--- src/rtl/opendap_dp_pkg.sv ---
// opendap_dp_pkg: shared DP field widths, AP address layout and scheduler state encoding.
package opendap_dp_pkg;
  localparam int APSEL_W = 8;
  localparam int BANK_W = 4;
  localparam int AP_A_LSB = 2;
  localparam int AP_BANK_LSB = 4;
  localparam int AP_APSEL_LSB = AP_BANK_LSB + BANK_W;
  typedef enum logic {SCHED_IDLE = 1'b0, SCHED_BUSY = 1'b1} sched_state_e;
endpackage

--- src/rtl/opendap_ap_access_scheduler.sv ---
// opendap_ap_access_scheduler: serialises DP AP accesses onto a req/ack bus with posted reads,
// abort/timeout cancellation and sticky-error reporting.
module opendap_ap_access_scheduler
  import opendap_dp_pkg::*;
#(
  parameter int W_APSEL = APSEL_W,
  parameter int W_BANK = BANK_W,
  parameter int W_TIMEOUT = 8
) (
  input  logic                      swclk,
  input  logic                      rst_n,
  input  logic                      dp_ap_en,
  input  logic                      dp_ap_r_nw,
  input  logic [1:0]                dp_ap_addr,
  input  logic [31:0]               dp_ap_wdata,
  input  logic [W_APSEL-1:0]        dp_select_apsel,
  input  logic [W_BANK-1:0]         dp_select_apbanksel,
  input  logic                      dp_abort,
  output logic [31:0]               dp_rdbuff,
  output logic                      ap_rdy,
  output logic                      dp_set_stickyerr,
  output logic                      ap_req,
  output logic [W_APSEL+W_BANK+3:0] ap_addr,
  output logic                      ap_wen,
  output logic [31:0]               ap_wdata,
  input  logic                      ap_ack,
  input  logic                      ap_err,
  input  logic [31:0]               ap_rdata,
  output logic                      ap_abort
);
  localparam int CW = W_TIMEOUT > 0 ? W_TIMEOUT : 1;
  sched_state_e r_state, w_next;
  logic [CW-1:0] r_cnt;
  logic w_busy, w_start, w_done, w_abort, w_tmo;
  assign w_busy = r_state == SCHED_BUSY;
  assign w_start = !w_busy && dp_ap_en;
  assign w_done = w_busy && ap_ack;
  // ack wins over abort, abort wins over timeout
  assign w_abort = w_busy && !ap_ack && dp_abort;
  assign w_tmo = w_busy && !ap_ack && !dp_abort && (W_TIMEOUT > 0) && (&r_cnt);
  always_ff @(posedge swclk or negedge rst_n)
    if (!rst_n) r_state <= SCHED_IDLE;
    else r_state <= w_next;
  always_comb
    w_next = w_start ? SCHED_BUSY : (w_done || w_abort || w_tmo) ? SCHED_IDLE : r_state;
  always_comb begin
    ap_rdy = !w_busy;
    ap_req = w_busy;
  end
  always_ff @(posedge swclk or negedge rst_n)
    if (!rst_n) begin
      r_cnt <= '0;
      ap_addr <= '0;
      ap_wen <= 1'b0;
      ap_wdata <= '0;
      dp_rdbuff <= '0;
      dp_set_stickyerr <= 1'b0;
      ap_abort <= 1'b0;
    end else begin
      r_cnt <= ((W_TIMEOUT > 0) && w_busy && !ap_ack) ? r_cnt + 1'b1 : '0;
      dp_set_stickyerr <= (w_done && ap_err) || w_tmo;
      ap_abort <= w_abort || w_tmo;
      if (w_start) begin
        ap_addr <= {dp_select_apsel, dp_select_apbanksel, dp_ap_addr, 2'b00};
        ap_wen <= !dp_ap_r_nw;
        ap_wdata <= dp_ap_wdata;
      end
      if (w_done && !ap_wen && !ap_err) dp_rdbuff <= ap_rdata;
    end
endmodule

--- config.mk ---
export PLATFORM = sky130hd
export DESIGN_NAME = opendap_ap_access_scheduler
export DESIGN_NICKNAME = d
export VERILOG_FILES = /design/src/rtl/opendap_dp_pkg.sv /design/src/rtl/opendap_ap_access_scheduler.sv
export SDC_FILE = /design/constraint.sdc
export NUM_CORES = 1
export LEC_CHECK = 0
export ABC_AREA = 1
export ABC_CLOCK_PERIOD_IN_PS = 1400
export CAP_MARGIN = 10
export CELL_PAD_IN_SITES_DETAIL_PLACEMENT = 1
export CELL_PAD_IN_SITES_GLOBAL_PLACEMENT = 2
export CORE_ASPECT_RATIO = 0.75
export CORE_MARGIN = 2
export CORE_UTILIZATION = 23
export DETAILED_ROUTE_END_ITERATION = 7
export PLACE_DENSITY = 0.75
export SYNTH_ARGS = -nofsm -noshare
export SYNTH_HDL_FRONTEND = slang
export SYNTH_SLANG_ARGS = --single-unit
--- constraint.sdc ---
create_clock -name swclk -period 1.4 [get_ports swclk]
set_input_delay 0.28 -clock swclk [delete_from_list [all_inputs] [get_ports swclk]]
set_output_delay 0.28 -clock swclk [all_outputs]
set_load 0.03 [all_outputs]
# ---- Word level (Yosys, flattened, before mapping)
# Cells that the tools add are included.
dict set report totals {
  register_bits 90
  input_bits 85
  out_inout_bits 85
  elab_cells 33
}
dict set report classes {
  addsub 1
  muxes 3
  n_reduce_logical 21
}
# op n
set op_table {}
lappend op_table {{$logic_and 1x1->1} 9}
lappend op_table {{$add 8x1->8 const B} 1}
lappend op_table {{$mux 8} 1}
lappend op_table {{$reduce_and 8->1} 1}
lappend op_table {{$logic_not 1->1} 6}
lappend op_table {{$logic_or 1x1->1} 4}
lappend op_table {{$mux 1} 2}
lappend op_table {{$reduce_bool 2->1} 1}

# ---- Depth between registers and ports, before layout
# Gate-level depths: netlist of the first run.
dict set report depth {
  ltp_word 7
  depth_mapped 6
  mapped_depth_nobuf 6
}

# ---- Worst setup path before layout of the first run
# No wires, ideal clock.
dict set report synth_timing {
  kind {register -> output}
  startpoint {register r_state (netlist: ap_req)}
  endpoint {output ap_rdy}
  t_arrival_ps 924
  required_time_ps 1120
  slack_ps 196
  stages_incl_launch_ff 3
  path_buffers 1
  path_cell_list {dfrtp_1 inv_2 buf_2}
}
dict set report synth_between {
  elab_chain_cells 1
}
# element line_no
set synth_rtl {}
lappend synth_rtl {{start: declaration} opendap_ap_access_scheduler.sv:32} ;# sched_state_e r_state, w_next;
lappend synth_rtl {{start signal: assignment} opendap_ap_access_scheduler.sv:43} ;# else r_state <= w_next;
lappend synth_rtl {{$logic_not 1->1} opendap_ap_access_scheduler.sv:47} ;# ap_rdy = !w_busy;
lappend synth_rtl {{end: declaration} opendap_ap_access_scheduler.sv:20} ;# output logic ap_rdy,
# Every way passes these cells.

# ---- Worst setup path after layout of the first run
dict set report layout_timing {
  startpoint {register ap_wdata[29]}
  endpoint {output ap_wdata[29]}
}
# element line_no
set layout_rtl {}
lappend layout_rtl {{start: declaration} opendap_ap_access_scheduler.sv:25} ;# output logic [31:0] ap_wdata,
lappend layout_rtl {{start signal: assignment} opendap_ap_access_scheduler.sv:66} ;# ap_wdata <= dp_ap_wdata;
# No word-level cell between the ends.

==> results.py, run 1 <==
metrics = {
    "clock_network": {
        "clockRootBuffer": "clkbuf_16",
        "htreeDepth": 3,
        "cts-buffers-inserted": 9,
        "clk_pin_slew_ps": 60,
        "clock_path_buffers": 2,
        "cts_tree": "done",
        "clock_latency_ps": 350,
        "clock_sinks": 90,
    },
    "worst_setup_path": {
        "cp_max_fo": 2,
        "crit-reg2reg-capture": "ap_wdata[28]",
        "worst-endpoint-arrival_ps": 1080,
        "path_cells": "clkdlybuf4s15_1",
        "rrSetupSlack_ps": 150,
        "crit_required_ps": 1120,
        "crit_type": "register to output port",
        "endpoint_kind": "output port",
        "slowest_stage": "dfrtp_1",
        "cp-start-kind": "register",
        "slowest_delay_ps": 370,
        "cpLargestDelayFamily": "flip-flops",
        "cp-startpoint": "ap_wdata[29]",
        "path_buf_inv": 1,
        "reg2reg_depth": 6,
        "r2r_start": "ap_req",
    },
    "placement": {
        "portBuffers": 167,
        "gp_congestion": 0.756,
        "dp_hpwl_um": 8450,
        "dp_slack_ps": -111,
        "place_area_um2": 5680,
    },
    "synth": {
        "avgSynthCellArea_um2": 9.10,
        "netlist_area_um2": 3690,
        "synth-seq-cells": 90,
        "ys_warn_count": 0,
        "yosysSeqAreaShare_pct": 61.0,
        "netlist_instances": 406,
        "ys_types": 19,
    },
    "pwr": {
        "p_leak_uw": 0.00289,
        "power.density_nw_per_um2": 1540,
        "ir_worst_vdd_v": 0.000524,
    },
    "routing": {
        "drc": 0,
        "dr.first_iter.drc_count": 156,
        "ant_nets": 0,
        "wl_um": 11900,
        "firstDrtPassIters": 4,
        "routedWlPerCell_um": 14.9,
        "detail_route.vias_per_cell": 4.32,
        "vias": 3432,
    },
    "layout": {
        "final_nets": 665,
        "n_antenna_cell": 0,
        "fillers": 1845,
        "multi_input_area_um2": 1220,
        "final_cell_area_um2": 5830,
        "seq_area_um2": 2250,
        "drive_gt1_share_pct": 16.4,
        "final_util_pct": 36.8,
        "syn_to_final_growth_pct": 57.9,
    },
    "floorplanning": {
        "dieHeight_um": 114,
        "ios": 170,
        "fp.coreArea_um2": 15900,
        "rows": 40,
        "fp.dieW_um": 150,
        "die-area_um2": 17100,
        "start_util_pct": 23.3,
    },
    "min_path": {
        "whs_path_depth": 3,
        "hold_path.class": "input port to register",
        "hold_end": "ap_req",
        "min_from": "dp_ap_en",
    },
    "sta": {
        "grt_setup_unrepaired": "true",
        "worst_clock_skew_ps": 5.12,
        "hold_viol_final": 0,
        "fin_crit_ps": 1360,
        "period_share_pct": 97.3,
        "fmax_mhz": 734,
        "setup_viol": 0,
        "slew_viol_final": 0,
        "setup_slack_ps": 37.3,
    },
    "global_route": {
        "antenna_found_initial": 1,
        "grt_max_degree": 48,
        "grt_pass1_wl_um": 19200,
        "grt-ovfl-total": 0,
        "grt_pass1_vias": 3657,
        "grt_use_total_pct": 14.5,
    },
    "run": {
        "max_cap_violations": 0,
    },
    "outcome": {
        "status": "complete, no violations",
    },
}
## placed cells by master, fill, tap and decap left out
cell	n
a21oi_1	5
buf_12	12
buf_2	1
buf_4	15
buf_6	2
bufinv_16	1
clkbuf_1	2
clkbuf_16	9
clkbuf_2	37
clkbuf_8	1
clkdlybuf4s15_1	28
clkdlybuf4s15_2	7
clkdlybuf4s50_1	82
clkinv_2	1
clkinv_4	1
clkinvlp_4	1
conb_1	2
dfrtp_1	90
dlygate4sd2_1	2
dlygate4sd3_1	1
ha_1	1
inv_1	4
inv_2	2
inv_4	1
nand2_1	171
nand2_2	2
nand2_4	1
nand3_1	82
nor2_1	13
nor2_4	2
o21a_1	1
o21ai_0	3
o21ai_1	1
## power by group
part,switching (µW),internal [µW]
Combinational,1950,1130
Clock,1010,1430
Sequential,332,3130
Total,3290,5690
## how the worst max path moves through the flow
stage / end / cells past startpoint
final: ap_wdata[29] / 1
after global routing: ap_rdy / 3
after CTS: dp_rdbuff[25] / 1
after detailed placement: dp_rdbuff[6] / 5
after global placement: dp_rdbuff[27] / 5
after floorplan: ap_rdy / 2
## cell families (layout without fill, tap and decap cells)
| logic type | Yosys count | after routing | share of synthesized area [%] |
|---|---|---|---|
| adder cells (fa/ha/maj) | 1 | 1 | 0.339 |
| flip-flops | 90 | 90 | 61.0 |
| AND/OR/NAND/NOR | 271 | 271 | 31.1 |
| AO/OA/AOI/OAI | 10 | 10 | 1.42 |
| buffers and inverters | 33 | 210 | 6.13 |
| other | 1 | 2 | 0.101 |
## layer usage
layer  global-route usage, %  up-vias  part of all wire [%]
met1                    19.6     1668                    47
met4                    4.34        0                   1.3
met3                    6.24       10                   9.1
li1                        -     1636                     -
met5                       0        -                     0
met2                    20.9      118                    43
## Yosys cell counts (all sizes together)
| cell | n | share of area, % |
|---|---|---|
| nor2 | 15 | 1.9 |
| inv | 7 | 0.78 |
| buf | 26 | 5.4 |
| dfrtp | 90 | 61 |
| o21ai | 4 | 0.54 |
| nand3 | 82 | 11 |
| a21oi | 5 | 0.68 |
| nand2 | 174 | 18 |
| o21a | 1 | 0.20 |
| ha | 1 | 0.34 |
| conb | 1 | 0.10 |
## registers in the layout (all words and copies together) (netlist names)
register          flops
ap_abort              1
ap_req                1
ap_addr              14
ap_wen                1
ap_wdata             32
dp_set_stickyerr      1
dp_rdbuff            32
r_cnt                 8
## cell type report
type                            count  share of cell area (%)
Clock buffer                       12                    4.22
Clock inverter                      4                   0.879
Tap cell                          210                    4.50
Timing Repair Buffer              187                    30.4
Multi-Input combinational cell    284                    20.9
Inverter                            7                   0.493
Sequential cell                    90                    38.6
## through the flow
stage	power [µW]	setup TNS (ps)	hold WS (ps)	cells
final	8990	0	266	794
after global routing	9520	-7.94	282	794
after CTS	9250	0	263	793
after detailed placement	6970	-2860	301	774
after global placement	6900	-1430	301	774
after floorplan	5170	0	-15.6	407
## timing repair
item                                   CTS  global route
buffers inserted                         2             1
cloned                                   0             0
pin swaps                                0             0
hold buffers                             1             0
setup endpoints to repair               75            55
resized for setup                      135            57
endpoints found under the hold margin   90             0
Power figures use the tool's default switching activity.
==> run 2, diff against run 1 <==
- MAX_ROUTING_LAYER: not set -> met4
==> run 2 against run 1 <==
  * Count of clock-buffer cells in the layout unchanged
  * Hold slack improved by 3.9 ps
  * Largest cell class unchanged
  * Critical path type unchanged
  * Critical path depth unchanged
  * First-iteration DRC count increased by 3.8%
  * Utilization increased by 0.17 points
  * Setup slack about the same
  * Clock power about the same
  * Final cell count increased by 0.13%
  * Largest power group unchanged
  * Power increased by 0.20%
  * Register-to-register slack about the same
==> results.py, run 2 (synthesis gave the netlist of run 1 again) <==
metrics = {
    "outcome": {
        "status": "complete, no violations",
    },
    "placement": {
        "portBuffers": 167,
        "dp_hpwl_um": 8450,
        "gp_congestion": 0.766,
        "place_inst": 774,
        "dp_slack_ps": -111,
    },
    "layout": {
        "final_nets": 665,
        "seq_area_um2": 2250,
        "syn_to_final_growth_pct": 58.7,
        "final_cells": 795,
        "fillers": 1841,
        "reg_top3": "ap_wdata: 32 flops, dp_rdbuff: 32 flops, ap_addr: 14 flops",
        "drive_gt1_share_pct": 15.6,
        "layout_common_cells": "171 x nand2_1, 90 x dfrtp_1, 82 x nand3_1, 82 x clkdlybuf4s50_1, 33 x clkdlybuf4s15_1",
        "multi_input_area_um2": 1220,
        "mostFrequentLayoutCell": "nand2_1",
    },
    "worst_setup_path": {
        "cpLargestDelayFamily": "buffers and inverters",
        "slowest_delay_ps": 380,
        "rrSetupSlack_ps": 150,
        "path_buf_inv": 1,
        "path_cells": "clkdlybuf4s15_1",
        "crit_type": "register to output port",
        "cp_max_fo": 2,
        "endpoint_kind": "output port",
        "cp-start-kind": "register",
        "crit_required_ps": 1120,
        "worst-endpoint-arrival_ps": 1080,
        "slowest_stage": "clkdlybuf4s15_1",
        "crit-reg2reg-capture": "ap_wdata[28]",
        "reg2reg_depth": 6,
        "r2r_start": "ap_req",
    },
    "global_route": {
        "grt_use_total_pct": 14.9,
        "grt_pass1_vias": 3657,
        "antenna_found_initial": 1,
        "grt_pass1_wl_um": 19100,
        "grt_max_degree": 48,
        "grt-ovfl-total": 0,
    },
    "sta": {
        "slew_viol_final": 0,
        "hold_ws_ps": 269,
        "grt_setup_unrepaired": "true",
        "period_share_pct": 97.3,
        "fmax_mhz": 734,
        "fin_crit_ps": 1360,
        "hold_viol_final": 0,
        "worst_clock_skew_ps": 4.45,
        "setup_slack_ps": 37.4,
        "setup-tns-final_ps": 0,
        "setup_viol": 0,
    },
    "floorplanning": {
        "start_util_pct": 23.3,
        "die-area_um2": 17100,
        "fp.dieW_um": 150,
        "ios": 170,
        "rows": 40,
        "fp.coreArea_um2": 15900,
        "dieHeight_um": 114,
    },
    "clock_network": {
        "cts-buffers-inserted": 9,
        "clockRootBuffer": "clkbuf_16",
        "clock_latency_ps": 350,
        "clk_pin_slew_ps": 60,
        "cts_tree": "done",
        "htreeDepth": 3,
        "clock_sinks": 90,
        "clock_path_buffers": 2,
    },
    "routing": {
        "vias": 3423,
        "wl_um": 11800,
        "ant_nets": 0,
        "drc": 0,
        "detail_route.vias_per_cell": 4.31,
        "dr.first_iter.drc_count": 162,
        "routedWlPerCell_um": 14.8,
        "firstDrtPassIters": 4,
    },
    "pwr": {
        "p_leak_uw": 0.00289,
        "power.density_nw_per_um2": 1540,
        "p_clk_share_pct": 27.1,
        "total_power_uw": 9000,
        "p_int_uw": 5720,
        "ir_worst_vdd_v": 0.000534,
        "switching_share_pct": 36.5,
        "p_sw_uw": 3290,
        "p_comb_share_pct": 34.4,
        "seq_power_share_pct": 38.5,
    },
    "min_path": {
        "hold_end": "ap_req",
        "hold_path.class": "input port to register",
        "min_from": "dp_ap_en",
        "whs_path_depth": 3,
    },
    "run": {
        "max_cap_violations": 0,
    },
}
## run 2: cell types whose count changed in the layout (fill, tap and decap cells not counted), sizes merged
cell	change
clkdlybuf4s15	+5
clkbuf	-5
diode	+1
## run 2: worst max-delay path by stage
stage,depth (start not counted),to,slack (ps),from
6_report,1,ap_wdata[29],40,ap_wdata[29]
5_1_grt,3,ap_rdy,-6,ap_req
4_1_cts,1,dp_rdbuff[25],0.2,dp_rdbuff[25]
3_5_place_dp,5,dp_rdbuff[6],-110,ap_err
3_3_place_gp,5,dp_rdbuff[27],-60,ap_err
2_1_floorplan,2,ap_rdy,200,ap_req
## run 2: cell type report
class                           instances  area share (%)
Antenna cell                            1          0.0427
Clock buffer                           12            4.20
Clock inverter                          4           0.875
Inverter                                7           0.491
Multi-Input combinational cell        284            20.8
Sequential cell                        90            38.4
Tap cell                              210            4.48
Timing Repair Buffer                  187            30.7
## run 2: what timing repair did
| item | in CTS | in global routing |
|---|---|---|
| hold endpoints to repair | 90 | 0 |
| gates resized for setup | 135 | 52 |
| setup buffers | 2 | 1 |
| hold buffers | 1 | 0 |
| setup endpoints to repair | 75 | 51 |
## run 2: metrics by stage
stage	cell area [µm²]	utilization, %
final	5860	36.9
after global routing	5860	36.9
after floorplan	3700	-
after global placement	5680	35.8
after CTS	5980	37.7
after detailed placement	5680	35.8
## run 2: power groups by stage
stage | logic, µW | registers, µW | clock network, µW
finish | 3100 | 3460 | 2440
global route | 3330 | 3540 | 2670
CTS | 3220 | 3470 | 2560
detailed placement | 3460 | 3510 | 0
global placement | 3410 | 3490 | 0
floorplan | 649 | 4520 | 0
## run 2: per-layer routing
| metal | routed length, µm | GRT usage, % | vias up |
|---|---|---|---|
| met4 | 156 | 4.34 | 0 |
| met1 | 5540 | 20.0 | 1661 |
| met2 | 5120 | 20.9 | 111 |
| li1 | - | - | 1639 |
| met5 | 0 | - | - |
| met3 | 992 | 5.48 | 12 |
==> run 3, diff against run 2 <==
- MAX_ROUTING_LAYER: met4 -> not set
- PLACE_DENSITY: 0.75 -> 0.86
- SETUP_SLACK_MARGIN: not set -> 0.05
==> run 3 against run 2 <==
  * Die area is the same
  * Critical path type unchanged
  * Power shrank 0.83%
  * Critical endpoint is now ap_wdata[22]
  * Sequential share of layout area shrank 1.0 points
  * Count of clock-buffer cells in the layout shrank 2
  * Largest power group unchanged
==> results.py, run 3 (synthesis gave the netlist of run 1 again) <==
metrics = {
    "floorplanning": {
        "die-area_um2": 17100,
        "start_util_pct": 23.3,
        "fp.coreArea_um2": 15900,
        "rows": 40,
        "ios": 170,
        "fp.dieW_um": 150,
        "dieHeight_um": 114,
    },
    "layout": {
        "final_nets": 664,
        "syn_to_final_growth_pct": 63.2,
        "final_util_pct": 38.0,
        "layout_common_cells": "171 x nand2_1, 89 x dfrtp_1, 82 x nand3_1, 82 x clkdlybuf4s50_1, 71 x clkdlybuf4s15_2",
        "mostFrequentLayoutCell": "nand2_1",
        "reg_top3": "ap_wdata: 32 flops, dp_rdbuff: 32 flops, ap_addr: 14 flops",
        "drive_gt1_share_pct": 22.0,
        "final_cells": 793,
        "fillers": 1822,
        "n_antenna_cell": 0,
    },
    "routing": {
        "ant_nets": 0,
        "wl_um": 11500,
        "routedWlPerCell_um": 14.5,
        "met3_wirelength_um": 824,
        "vias": 3361,
        "wl_met1_um": 5170,
        "drc": 0,
        "detail_route.vias_per_cell": 4.24,
        "firstDrtPassIters": 4,
        "top_layer": "met4",
        "dr.first_iter.drc_count": 123,
        "wl_met2_um": 5420,
    },
    "worst_setup_path": {
        "cpLargestDelayFamily": "flip-flops",
        "slowest_stage": "dfrtp_1",
        "cp_max_fo": 2,
        "path_buf_inv": 1,
        "cp-start-kind": "register",
        "crit_type": "register to output port",
        "worst-endpoint-arrival_ps": 1030,
        "slowest_delay_ps": 400,
        "crit_required_ps": 1120,
        "path_cells": "clkdlybuf4s15_2",
        "endpoint_kind": "output port",
    },
    "pwr": {
        "seq_power_share_pct": 38.9,
        "p_int_uw": 5670,
        "switching_share_pct": 36.5,
        "power.density_nw_per_um2": 1480,
        "p_comb_share_pct": 36.1,
        "p_clk_share_pct": 25.0,
        "ir_worst_vdd_v": 0.000499,
        "p_sw_uw": 3260,
        "p_leak_uw": 0.00285,
    },
    "placement": {
        "gp_congestion": 0.731,
        "portBuffers": 167,
        "place_inst": 775,
        "dp_hpwl_um": 8600,
    },
    "outcome": {
        "status": "complete, no violations",
    },
    "global_route": {
        "grt_max_degree": 47,
        "grt_pass1_vias": 3672,
        "grt-ovfl-total": 0,
        "grt_use_total_pct": 13.8,
        "antenna_found_initial": 0,
        "grt_pass1_wl_um": 18600,
    },
    "sta": {
        "hold_viol_final": 0,
        "grt_setup_unrepaired": "true",
        "fmax_mhz": 764,
        "period_share_pct": 93.5,
        "slew_viol_final": 0,
        "fin_crit_ps": 1310,
        "setup_viol": 0,
        "hold_ws_ps": 305,
        "worst_clock_skew_ps": 4.66,
    },
    "clock_network": {
        "cts_tree": "done",
        "clockRootBuffer": "clkbuf_16",
        "cts-buffers-inserted": 9,
        "htreeDepth": 3,
        "clock_sinks": 90,
        "clock_latency_ps": 330,
        "clk_pin_slew_ps": 70,
        "clock_path_buffers": 2,
    },
    "run": {
        "max_cap_violations": 0,
    },
    "min_path": {
        "hold_path.class": "input port to register",
    },
}
run 3: worst paths after layout:
| kind | end | cells past startpoint | slack, ps | from |
|---|---|---|---|---|
| max | ap_wdata[22] | 1 | 90 | ap_wdata[22] |
| min | ap_wdata[0] | 3 | 300 | dp_ap_en |
| max reg2reg | ap_wdata[14] | 5 | 160 | ap_req |
| min reg2reg | dp_rdbuff[3] | 2 | 470 | dp_rdbuff[3] |
| max in group asynchronous | ap_req | 3 | 550 | rst_n |
| min in group asynchronous | ap_wdata[14] | 2 | 340 | rst_n |
run 3: what timing repair did:
item,CTS,global route
endpoints found under the setup margin,77,7
hold buffers,1,0
resized for setup,226,7
hold endpoints to repair,9,0
setup buffers,1,0
run 3: final cells by class:
| class | count | area (µm²) | share of cell area (%) |
|---|---|---|---|
| Clock buffer | 10 | 239 | 3.96 |
| Inverter | 7 | 31.3 | 0.519 |
| Multi-Input combinational cell | 284 | 1220 | 20.3 |
| Clock inverter | 6 | 42.5 | 0.706 |
| Tap cell | 210 | 263 | 4.36 |
| Sequential cell | 90 | 2250 | 37.4 |
| Timing Repair Buffer | 186 | 1980 | 32.8 |
run 3: power by group through the flow:
stage | clock network, µW | logic (µW) | registers, µW
floorplan | 0 | 649 | 4520
detailed placement | 0 | 3410 | 3520
global placement | 0 | 3340 | 3490
global route | 2430 | 3470 | 3540
CTS | 2340 | 3280 | 3480
finish | 2240 | 3220 | 3470
run 3: per-layer routing:
layer / vias up / global-route usage [%]
met4: 0 / 2.77
met2: 102 / 22.5
met3: 7 / 4.64
met5: - / 0
met1: 1624 / 18.1
li1: 1628 / -
run 3: metrics by stage:
stage / setup TNS, ps / power [µW] / setup slack, ps / cell area (µm²)
after floorplan: 0 / 5170 / 196 / 3700
after global placement: -1660 / 6840 / -70.8 / 5650
after detailed placement: -3480 / 6930 / -128 / 5650
after CTS: 0 / 9100 / 53.8 / 6040
after global routing: 0 / 9450 / 41.2 / 6030
final: 0 / 8930 / 91.3 / 6030
